===== src/rtl/flash_cache_pkg.sv =====
// rtl/flash_cache_pkg.sv - shared widths and FSM state type for the flash read cache
package flash_cache_pkg;

    localparam int ADDR_W = 20;
    localparam int DATA_W = 32;

    typedef enum logic [1:0] {
        IDLE  = 2'd0,
        ISSUE = 2'd1,
        WAIT  = 2'd2
    } state_e;

endpackage


===== src/rtl/flash_cache_array.sv =====
// rtl/flash_cache_array.sv - valid/tag/data storage, combinational read, one write port, clear-all
module flash_cache_array
    import flash_cache_pkg::*;
#(
    parameter int IDX_W = 4,
    parameter int TAG_W = ADDR_W - IDX_W
) (
    input  logic              clk,
    input  logic              reset,
    input  logic              flush,
    input  logic [IDX_W-1:0]  rd_idx,
    output logic              rd_valid,
    output logic [TAG_W-1:0]  rd_tag,
    output logic [DATA_W-1:0] rd_data,
    input  logic              wr_en,
    input  logic [IDX_W-1:0]  wr_idx,
    input  logic [TAG_W-1:0]  wr_tag,
    input  logic [DATA_W-1:0] wr_data
);

    localparam int LINES = 1 << IDX_W;

    logic [LINES-1:0]  valid_q;
    logic [TAG_W-1:0]  tag_q  [LINES];
    logic [DATA_W-1:0] data_q [LINES];

    // Flush wins over a coincident write so a fill racing a flush never leaves a valid line.
    always_ff @(posedge clk) begin
        if (reset) begin
            valid_q <= '0;
        end else if (flush) begin
            valid_q <= '0;
        end else if (wr_en) begin
            valid_q[wr_idx] <= 1'b1;
        end
    end

    always_ff @(posedge clk) begin
        if (wr_en) begin
            tag_q[wr_idx]  <= wr_tag;
            data_q[wr_idx] <= wr_data;
        end
    end

    assign rd_valid = valid_q[rd_idx];
    assign rd_tag   = tag_q[rd_idx];
    assign rd_data  = data_q[rd_idx];

endmodule


===== src/rtl/flash_read_cache.sv =====
// rtl/flash_read_cache.sv - direct-mapped word cache in front of the SPI flash reader; FLASH_CACHE_STATS_EN adds hit/miss counters
module flash_read_cache
    import flash_cache_pkg::*;
#(
    parameter int LINES = 16
) (
    input  logic              clk,
    input  logic              reset,
    input  logic              cpu_rstrb,
    input  logic [ADDR_W-1:0] cpu_word_address,
    output logic [DATA_W-1:0] cpu_rdata,
    output logic              cpu_rbusy,
    input  logic              cache_flush,
    output logic              flash_rstrb,
    output logic [ADDR_W-1:0] flash_word_address,
    input  logic [DATA_W-1:0] flash_rdata,
    input  logic              flash_rbusy
`ifdef FLASH_CACHE_STATS_EN
    ,
    output logic [31:0]       stat_hits,
    output logic [31:0]       stat_misses
`endif
);

    localparam int IDX_W = $clog2(LINES);
    localparam int TAG_W = ADDR_W - IDX_W;

    state_e            state_q;
    logic [DATA_W-1:0] cpu_rdata_q;
    logic              cpu_rbusy_q;
    logic              flash_rstrb_q;
    logic [ADDR_W-1:0] flash_addr_q;
    logic              fill_dropped_q;

    logic              rd_valid;
    logic [TAG_W-1:0]  rd_tag;
    logic [DATA_W-1:0] rd_data;
    logic              hit_c;
    logic              req_c;
    logic              fill_done_c;
    logic              wr_en_c;

    // A flush on the strobe cycle invalidates the line being looked up, so it must miss.
    assign req_c       = (state_q == IDLE) && cpu_rstrb;
    assign hit_c       = rd_valid && (rd_tag == cpu_word_address[ADDR_W-1:IDX_W]) && !cache_flush;
    assign fill_done_c = (state_q == WAIT) && !flash_rbusy;
    assign wr_en_c     = fill_done_c && !fill_dropped_q;

    flash_cache_array #(
        .IDX_W (IDX_W),
        .TAG_W (TAG_W)
    ) u_array (
        .clk      (clk),
        .reset    (reset),
        .flush    (cache_flush),
        .rd_idx   (cpu_word_address[IDX_W-1:0]),
        .rd_valid (rd_valid),
        .rd_tag   (rd_tag),
        .rd_data  (rd_data),
        .wr_en    (wr_en_c),
        .wr_idx   (flash_addr_q[IDX_W-1:0]),
        .wr_tag   (flash_addr_q[ADDR_W-1:IDX_W]),
        .wr_data  (flash_rdata)
    );

    always_ff @(posedge clk) begin
        if (reset) begin
            state_q        <= IDLE;
            cpu_rdata_q    <= '0;
            cpu_rbusy_q    <= 1'b0;
            flash_rstrb_q  <= 1'b0;
            flash_addr_q   <= '0;
            fill_dropped_q <= 1'b0;
        end else begin
            case (state_q)
                IDLE: begin
                    if (req_c) begin
                        if (hit_c) begin
                            cpu_rdata_q <= rd_data;
                        end else begin
                            flash_addr_q   <= cpu_word_address;
                            cpu_rbusy_q    <= 1'b1;
                            flash_rstrb_q  <= 1'b1;
                            fill_dropped_q <= 1'b0;
                            state_q        <= ISSUE;
                        end
                    end
                end
                ISSUE: begin
                    if (cache_flush) begin
                        fill_dropped_q <= 1'b1;
                    end
                    // Strobe is held through the controller's START cycle until it reports busy.
                    if (flash_rbusy) begin
                        flash_rstrb_q <= 1'b0;
                        state_q       <= WAIT;
                    end
                end
                WAIT: begin
                    if (cache_flush) begin
                        fill_dropped_q <= 1'b1;
                    end
                    if (!flash_rbusy) begin
                        cpu_rdata_q <= flash_rdata;
                        cpu_rbusy_q <= 1'b0;
                        state_q     <= IDLE;
                    end
                end
                default: begin
                    state_q <= IDLE;
                end
            endcase
        end
    end

    assign cpu_rdata          = cpu_rdata_q;
    assign cpu_rbusy          = cpu_rbusy_q;
    assign flash_rstrb        = flash_rstrb_q;
    assign flash_word_address = flash_addr_q;

`ifdef FLASH_CACHE_STATS_EN
    logic [31:0] stat_hits_q;
    logic [31:0] stat_misses_q;

    always_ff @(posedge clk) begin
        if (reset) begin
            stat_hits_q   <= '0;
            stat_misses_q <= '0;
        end else if (req_c) begin
            if (hit_c) begin
                stat_hits_q <= stat_hits_q + 32'd1;
            end else begin
                stat_misses_q <= stat_misses_q + 32'd1;
            end
        end
    end

    assign stat_hits   = stat_hits_q;
    assign stat_misses = stat_misses_q;
`endif

endmodule

===== config.mk =====
export PLATFORM = sky130hd
export DESIGN_NAME = flash_read_cache
export DESIGN_NICKNAME = d
export VERILOG_FILES = /design/src/rtl/flash_cache_pkg.sv /design/src/rtl/flash_cache_array.sv /design/src/rtl/flash_read_cache.sv
export SDC_FILE = /design/constraint.sdc
export NUM_CORES = 1
export LEC_CHECK = 0
export ABC_CLOCK_PERIOD_IN_PS = 12200
export CAP_MARGIN = 25
export CORE_UTILIZATION = 35
export DETAILED_ROUTE_END_ITERATION = 16
export SETUP_SLACK_MARGIN = 0.1
export SYNTH_ARGS = -nofsm -noshare
export SYNTH_HDL_FRONTEND = slang
export SYNTH_SLANG_ARGS = --single-unit

===== constraint.sdc =====
create_clock -name clk -period 12.2 [get_ports clk]
set_input_delay 1.83 -clock clk [delete_from_list [all_inputs] [get_ports clk]]
set_output_delay 1.83 -clock clk [all_outputs]
set_load 0.05 [all_outputs]

# After elaboration in Yosys (flattened, before gate mapping)
# Memory sizes are Yosys's and may differ from the RTL's.
# Index checks and enable logic that the tools add are counted.
[word_totals]
register_bits = 73
ram_bits = 768
in_bits = 57
output_inout_bits = 54
memories = 2
[classes]
order_cmp = 3
n_eq_ne = 9
mux = 25
bitwise = 2
n_reduce_logical = 21
[memory_table]
columns = ["memory", "words", "word_bits", "rd", "rd_clocked_by_memory_dff", "wr", "line_no", "rtl"]
rows = [
  ["u_array.data_q", 16, 32, 1, 0, 1, "flash_cache_array.sv:25", "logic [DATA_W-1:0] data_q [LINES];"],
  ["u_array.tag_q", 16, 16, 1, 0, 1, "flash_cache_array.sv:24", "logic [TAG_W-1:0] tag_q [LINES];"],
]
[ops]
columns = ["cell", "count"]
rows = [
  ["32-bit 2-to-1 mux", 3],
  ["32-bit one-hot mux with 2 select lines", 1],
  ["4-bit AND reduction", 5],
  ["16-bit == test", 1],
  ["16-bit OR", 1],
  ["1-bit 2-to-1 mux", 11],
  ["4-bit by 5-bit less-than comparator with 1-bit output (second input constant)", 2],
  ["2-bit inequality test (second input constant)", 5],
  ["2-bit 2-to-1 mux", 4],
  ["1-bit logical AND", 6],
  ["1-bit one-hot mux with 2 select lines", 3],
  ["2-bit one-hot mux with 3 select lines", 1],
  ["2-bit nonzero test", 3],
  ["1-bit binary-select mux with 4-bit select", 1],
  ["1-bit demux with 4-bit select", 1],
  ["4-bit by 1-bit greater-or-equal comparator with 1-bit output (second input constant)", 1],
  ["2-bit OR reduction", 2],
  ["1-bit zero test", 3],
  ["3-bit AND reduction", 1],
  ["2-bit by 1-bit == test with 1-bit output (second input constant)", 1],
  ["2-bit == test (second input constant)", 1],
  ["2-bit zero test", 1],
  ["2-bit by 1-bit inequality test with 1-bit output (second input constant)", 1],
  ["1-bit inverter", 1],
]

# Longest topological paths before layout
[logic_depth]
depth_word = 7
depth_mapped = 14
ltp_nobuf = 9

# Modules after synthesis
# From an unflattened synthesis, not the netlist that was laid out.
[unflattened]
hier_cells = 1543
area_unflattened_um2 = 32218.4
[modules_own_cells]
columns = ["module", "n_inst", "cells_per_inst", "area_each_um2", "seq_area_each_um2"]
rows = [
  ["flash_cache_array", 1, 1241, 29383.2, 23382.4],
  ["flash_read_cache", 1, 302, 2835.2, 1141.1],
]

# Least setup slack after synthesis
# OpenSTA, ideal clock, no wires.
[synth_path]
path_kind = "input -> register"
from = "input flash_rbusy"
to = "memory u_array.data_q[2][0] (enable)"
setup_ps = 515
arrival_time_ps = 5822
path_slack_ps = 5863
stages = 6
path_buffers = 1
cell_sequence = "clkbuf_1 -> inv_1 -> nand2_1 -> nor3_1 -> nand2_1 -> nor3_1"
[synth_via]
elab_chain_cells = 5
[synth_rtl]
columns = ["element", "line_no", "rtl"]
rows = [
  ["start: declaration", "flash_read_cache.sv:17", "input logic flash_rbusy"],
  ["1-bit zero test", "n/a", ""],
  ["1-bit logical AND", "flash_read_cache.sv:46", "assign fill_done_c = (state_q == WAIT) && !flash_rbusy;"],
  ["1-bit logical AND", "flash_read_cache.sv:47", "assign wr_en_c = fill_done_c && !fill_dropped_q;"],
  ["1-bit 2-to-1 mux", "flash_cache_array.sv:39", "if (wr_en) begin"],
  ["1-bit 2-to-1 mux (not written as such)", "flash_cache_array.sv:41", "data_q[wr_idx] <= wr_data;"],
  ["end: declaration", "flash_cache_array.sv:25", ""],
]
# No other way between the ends.

# Worst setup path in the final report
[layout_path]
from = "input cpu_word_address[1]"
to = "register cpu_rdata_q[7] (netlist: cpu_rdata[7])"
[layout_via]
elab_chain_cells = 6
elab_cells_between_ends = 12
[layout_rtl]
columns = ["element", "line_no", "rtl"]
rows = [
  ["start: declaration", "flash_read_cache.sv:10", "input logic [ADDR_W-1:0] cpu_word_address,"],
  ["memory 16 x 16 bit / 1-bit binary-select mux with 4-bit select (equally long branches)", "n/a", ""],
  ["16-bit == test / 1-bit 2-to-1 mux (equally long branches)", "flash_read_cache.sv:45, flash_cache_array.sv:45", ""],
  ["1-bit logical AND (2 in series)", "flash_read_cache.sv:45", "assign hit_c = rd_valid && (rd_tag == cpu_word_address[ADDR_W-1:IDX_W]) && !cache_flush;"],
  ["2-bit inequality test (no line)", "n/a", ""],
  ["4-bit AND reduction (no line)", "n/a", ""],
  ["end signal: assignment", "flash_read_cache.sv:79", "cpu_rdata_q <= rd_data;"],
  ["end signal: assignment", "flash_read_cache.sv:104", "cpu_rdata_q <= flash_rdata;"],
  ["end: declaration", "flash_read_cache.sv:29", "logic [DATA_W-1:0] cpu_rdata_q;"],
]
# Several ways; a longest one is shown, not always the timed one. The select of a mux whose other input is x is not followed.
# A chain may end at the register's enable or synchronous reset.

==> results.md <==
- Synth Area in Adders: less than 1%
- Critical path data arrival time: 6.18 ns
- Largest net degree at the start of global routing: 83
- Post-synth top flop: edfxtp_1
- Area share of the largest cell type after synthesis: roughly 70%
- Cells resized by post-CTS repair: 0
- # clock sinks: approximately 840
- Top cells by area, synth: edfxtp_1 (70%), mux4_2 (14%), dfxtp_1 (4.4%)
- Num CTS Buffers: 83
- Post-synth ARST share: 0%
- Final hold slack: around 0.47 ns
- Kind of critical path: input port to flip-flop
- Post-DP HPWL: 42600 microns
- Initial Util: between 30% and 40%
- Cts hold-fix bufs: 0
- Vias in the first global route: ~18000
- Synth Area per Inst: 19.6 sq um
- TNS Setup: 0 ns
- Final Cycle Share: 46.8%
- Rel. slew slack: between 20 and 30%
- Reg clk slew, reported paths: roughly 0.060 ns
- Leakage: between 10 and 15 nW
- XOR/XNOR share of the synthesized area: less than 1%
- Leading area contributor after synthesis: edfxtp_1
- Final hold vios: 0
- Total grt overflow: 0
- First-pass GRT wire length: approximately 120000 microns
- Status: complete, no violations
- WL/cell: 26.0 microns
- Final setup vio count: 0
- Syn Nets: 1751
- Largest family of logic cells by synthesized area: multiplexers
- Number of I/O port buffers: 110
- Pre-antenna DRT Iters: 6
- Crit path max fanout: 72
- Core Region: between 0.09 and 0.1 sq mm
- Share of layout cells above drive strength 1: between 20 and 25%
- Synthesis warning total: 0
- Fmax: between 150 and 200 MHz
- Sequential share of the synthesized area: between 70% and 80%
- RSZ-0062 raised after global routing: no
- Pwr dens: between 150 and 200 mW/mm^2
- Placement Cell Area: approximately 0.036 sq mm
- Die width: approximately 310 microns
- Initial DRC count: 1708
- Clk_lat worst skew: between 0.6 and 0.7 ns
- Core Util, Final: between 40% and 50%
- I/O pin count: 111
- Crit. End Element: flip-flop
- Post-synth top cells: edfxtp_1 (768), mux4_2 (211), nand2_1 (116)
- Routability cong.: between 0.7 and 0.8
- Number of fill cells: roughly 8000
- FF+latch count, synth: around 840
- MaxCap Viol Count: 0
- Area Growth Syn to Fin: 16.3%
- Synth Instances: 1691
- Slew Viols, Final: 0
- Complex-gate fraction of the synthesized area: 3.59%
- Die height: 309 microns
- Vias/cell: roughly 5.4
- Final WL: slightly above 80000 microns
- Peak supply drop: between 0.09 and 0.1 mV
- Post-route cell area: 0.0385 sq mm
- Layout Skew: between 0.02 and 0.025 ns
- CTS max path bufs: 3
- Post-CTS Setup Inserts: 0
- Synth unique cells: between 60 and 70
- DRC Markers: 0
- Final min period: between 5 and 6 ns
- Root buffer cell: clkbuf_16
- Post-synthesis mux area share: 16.6%
- GRT Total Usage: between 10% and 20%
- Initial antenna violation count: 7
- Count leader, synth: edfxtp_1
- Vias: 16969
- Hold Path Depth: 1
- Synth Cell Area: roughly 0.033 sq mm
- Nature of the critical path startpoint: input port
- Number of synthesized flops with an enable pin: 768
- Total die area: around 0.096 sq mm
- Post-DRT Antenna Nets: 0
- Worst hold-check path type: flip-flop to flip-flop
- Num rows: roughly 110
- Worst EP required: 12.67 ns
- CTS tree: built
- Worst Tran Pin Value: between 1 and 1.5 ns
- Simple-Gate Fraction of Synth Area: approximately 3.5%
- Depth of the CTS H-tree: 3
- FF-to-FF path depth: 8
- Nets: between 1500 and 2000
## per-layer routing
| metal | track usage [%] | share of wire, % | vias up |
|---|---|---|---|
| met5 | 0 | 0.075 | - |
| met4 | 5.43 | 2.5 | 8 |
| met3 | 3.27 | 7.0 | 136 |
| met2 | 27.1 | 47 | 636 |
| met1 | 24.4 | 43 | 9029 |
| li1 | - | - | 7160 |
## cells in the final DEF (no fill, tap or decap), types with 5 or more instances in the layout
master | netlist | final
xor2_1 | 5 | 5
a21oi_1 | 69 | 69
nor2_4 | 0 | 12
inv_1 | 13 | 11
nand3b_1 | 6 | 6
nor2_1 | 105 | 93
clkbuf_8 | 0 | 13
o2bb2ai_1 | 32 | 32
o21ai_0 | 10 | 10
clkbuf_16 | 0 | 85
a22oi_1 | 6 | 6
o22ai_1 | 8 | 8
clkinv_2 | 0 | 10
mux2i_1 | 57 | 57
mux2_2 | 7 | 7
xnor2_1 | 12 | 12
o21a_1 | 16 | 16
nand2_1 | 116 | 116
mux4_2 | 211 | 211
nand2b_1 | 8 | 8
clkinv_1 | 0 | 10
bufinv_16 | 0 | 6
a22o_1 | 5 | 5
clkdlybuf4s50_1 | 0 | 104
nand4_1 | 5 | 5
clkbuf_1 | 48 | 24
buf_4 | 4 | 29
dfxtp_1 | 73 | 73
nand3_1 | 6 | 6
edfxtp_1 | 768 | 768
## registers in the layout, indices dropped and copies added (netlist names)
name,cells
state_q,2
flash_word_address,20
cpu_rbusy,1
u_array.tag_q,256
fill_dropped_q,1
flash_rstrb,1
u_array.valid_q,16
cpu_rdata,32
u_array.data_q,512
## stage by stage
step	cells	setup slack (ns)	power, mW
after floorplan	1691	5.86	3.50
after global placement	2988	5.79	3.64
after detailed placement	2993	5.68	3.65
after CTS	3144	6.36	6.18
after global routing	3148	6.31	6.31
final	3148	6.49	6.13
## logic make-up (layout without fill, tap and decap cells)
logic type,after synthesis,after routing
mux,279,279
simple gates,269,269
other cells,0,1
fa+ha+maj,3,3
compound gates,174,174
buf+inv,108,310
flops,841,841
xor+xnor,17,17
## cell type report
cell class              instances  area [sq um]  share of cell area (%)
clock inverters                29           293                   0.761
repair buffers                146          1490                    3.88
multi-input cells             742          8160                    21.2
flip-flops and latches        841         24500                    63.7
well taps                    1254          1570                    4.08
diodes                          1          2.50                 0.00650
inverters                      13          48.8                   0.127
clock buffers                 122          2400                    6.23
## critical path, stage by stage
cell	delay, ns
buf_8	0.47
buf_4	0.88
mux4_2	0.60
a22o_1	0.26
a221oi_2	0.22
xnor2_1	0.12
nor4_2	0.24
nand2_1	0.10
or3_1	0.50
o221a_4	0.53
o2bb2ai_1	0.22
## final timing paths
kind	from	end	slack, ns
hold reg to reg	u_array.valid_q[14]	u_array.valid_q[14]	0.47
setup reg to reg	state_q[0]	u_array.data_q[4][14]	8.28
hold / removal	u_array.valid_q[14]	u_array.valid_q[14]	0.47
setup / recovery	cpu_word_address[1]	cpu_rdata[7]	6.49
## power by group
| group | switching, mW | internal [mW] | leakage [nW] |
|---|---|---|---|
| clock network | 1.05 | 1.49 | 1.32 |
| logic | 0.238 | 0.151 | 3.39 |
| registers | 0.0318 | 3.17 | 7.56 |
| total | 1.32 | 4.80 | 12.3 |
Note: power is estimated with default switching activity, not from simulation.
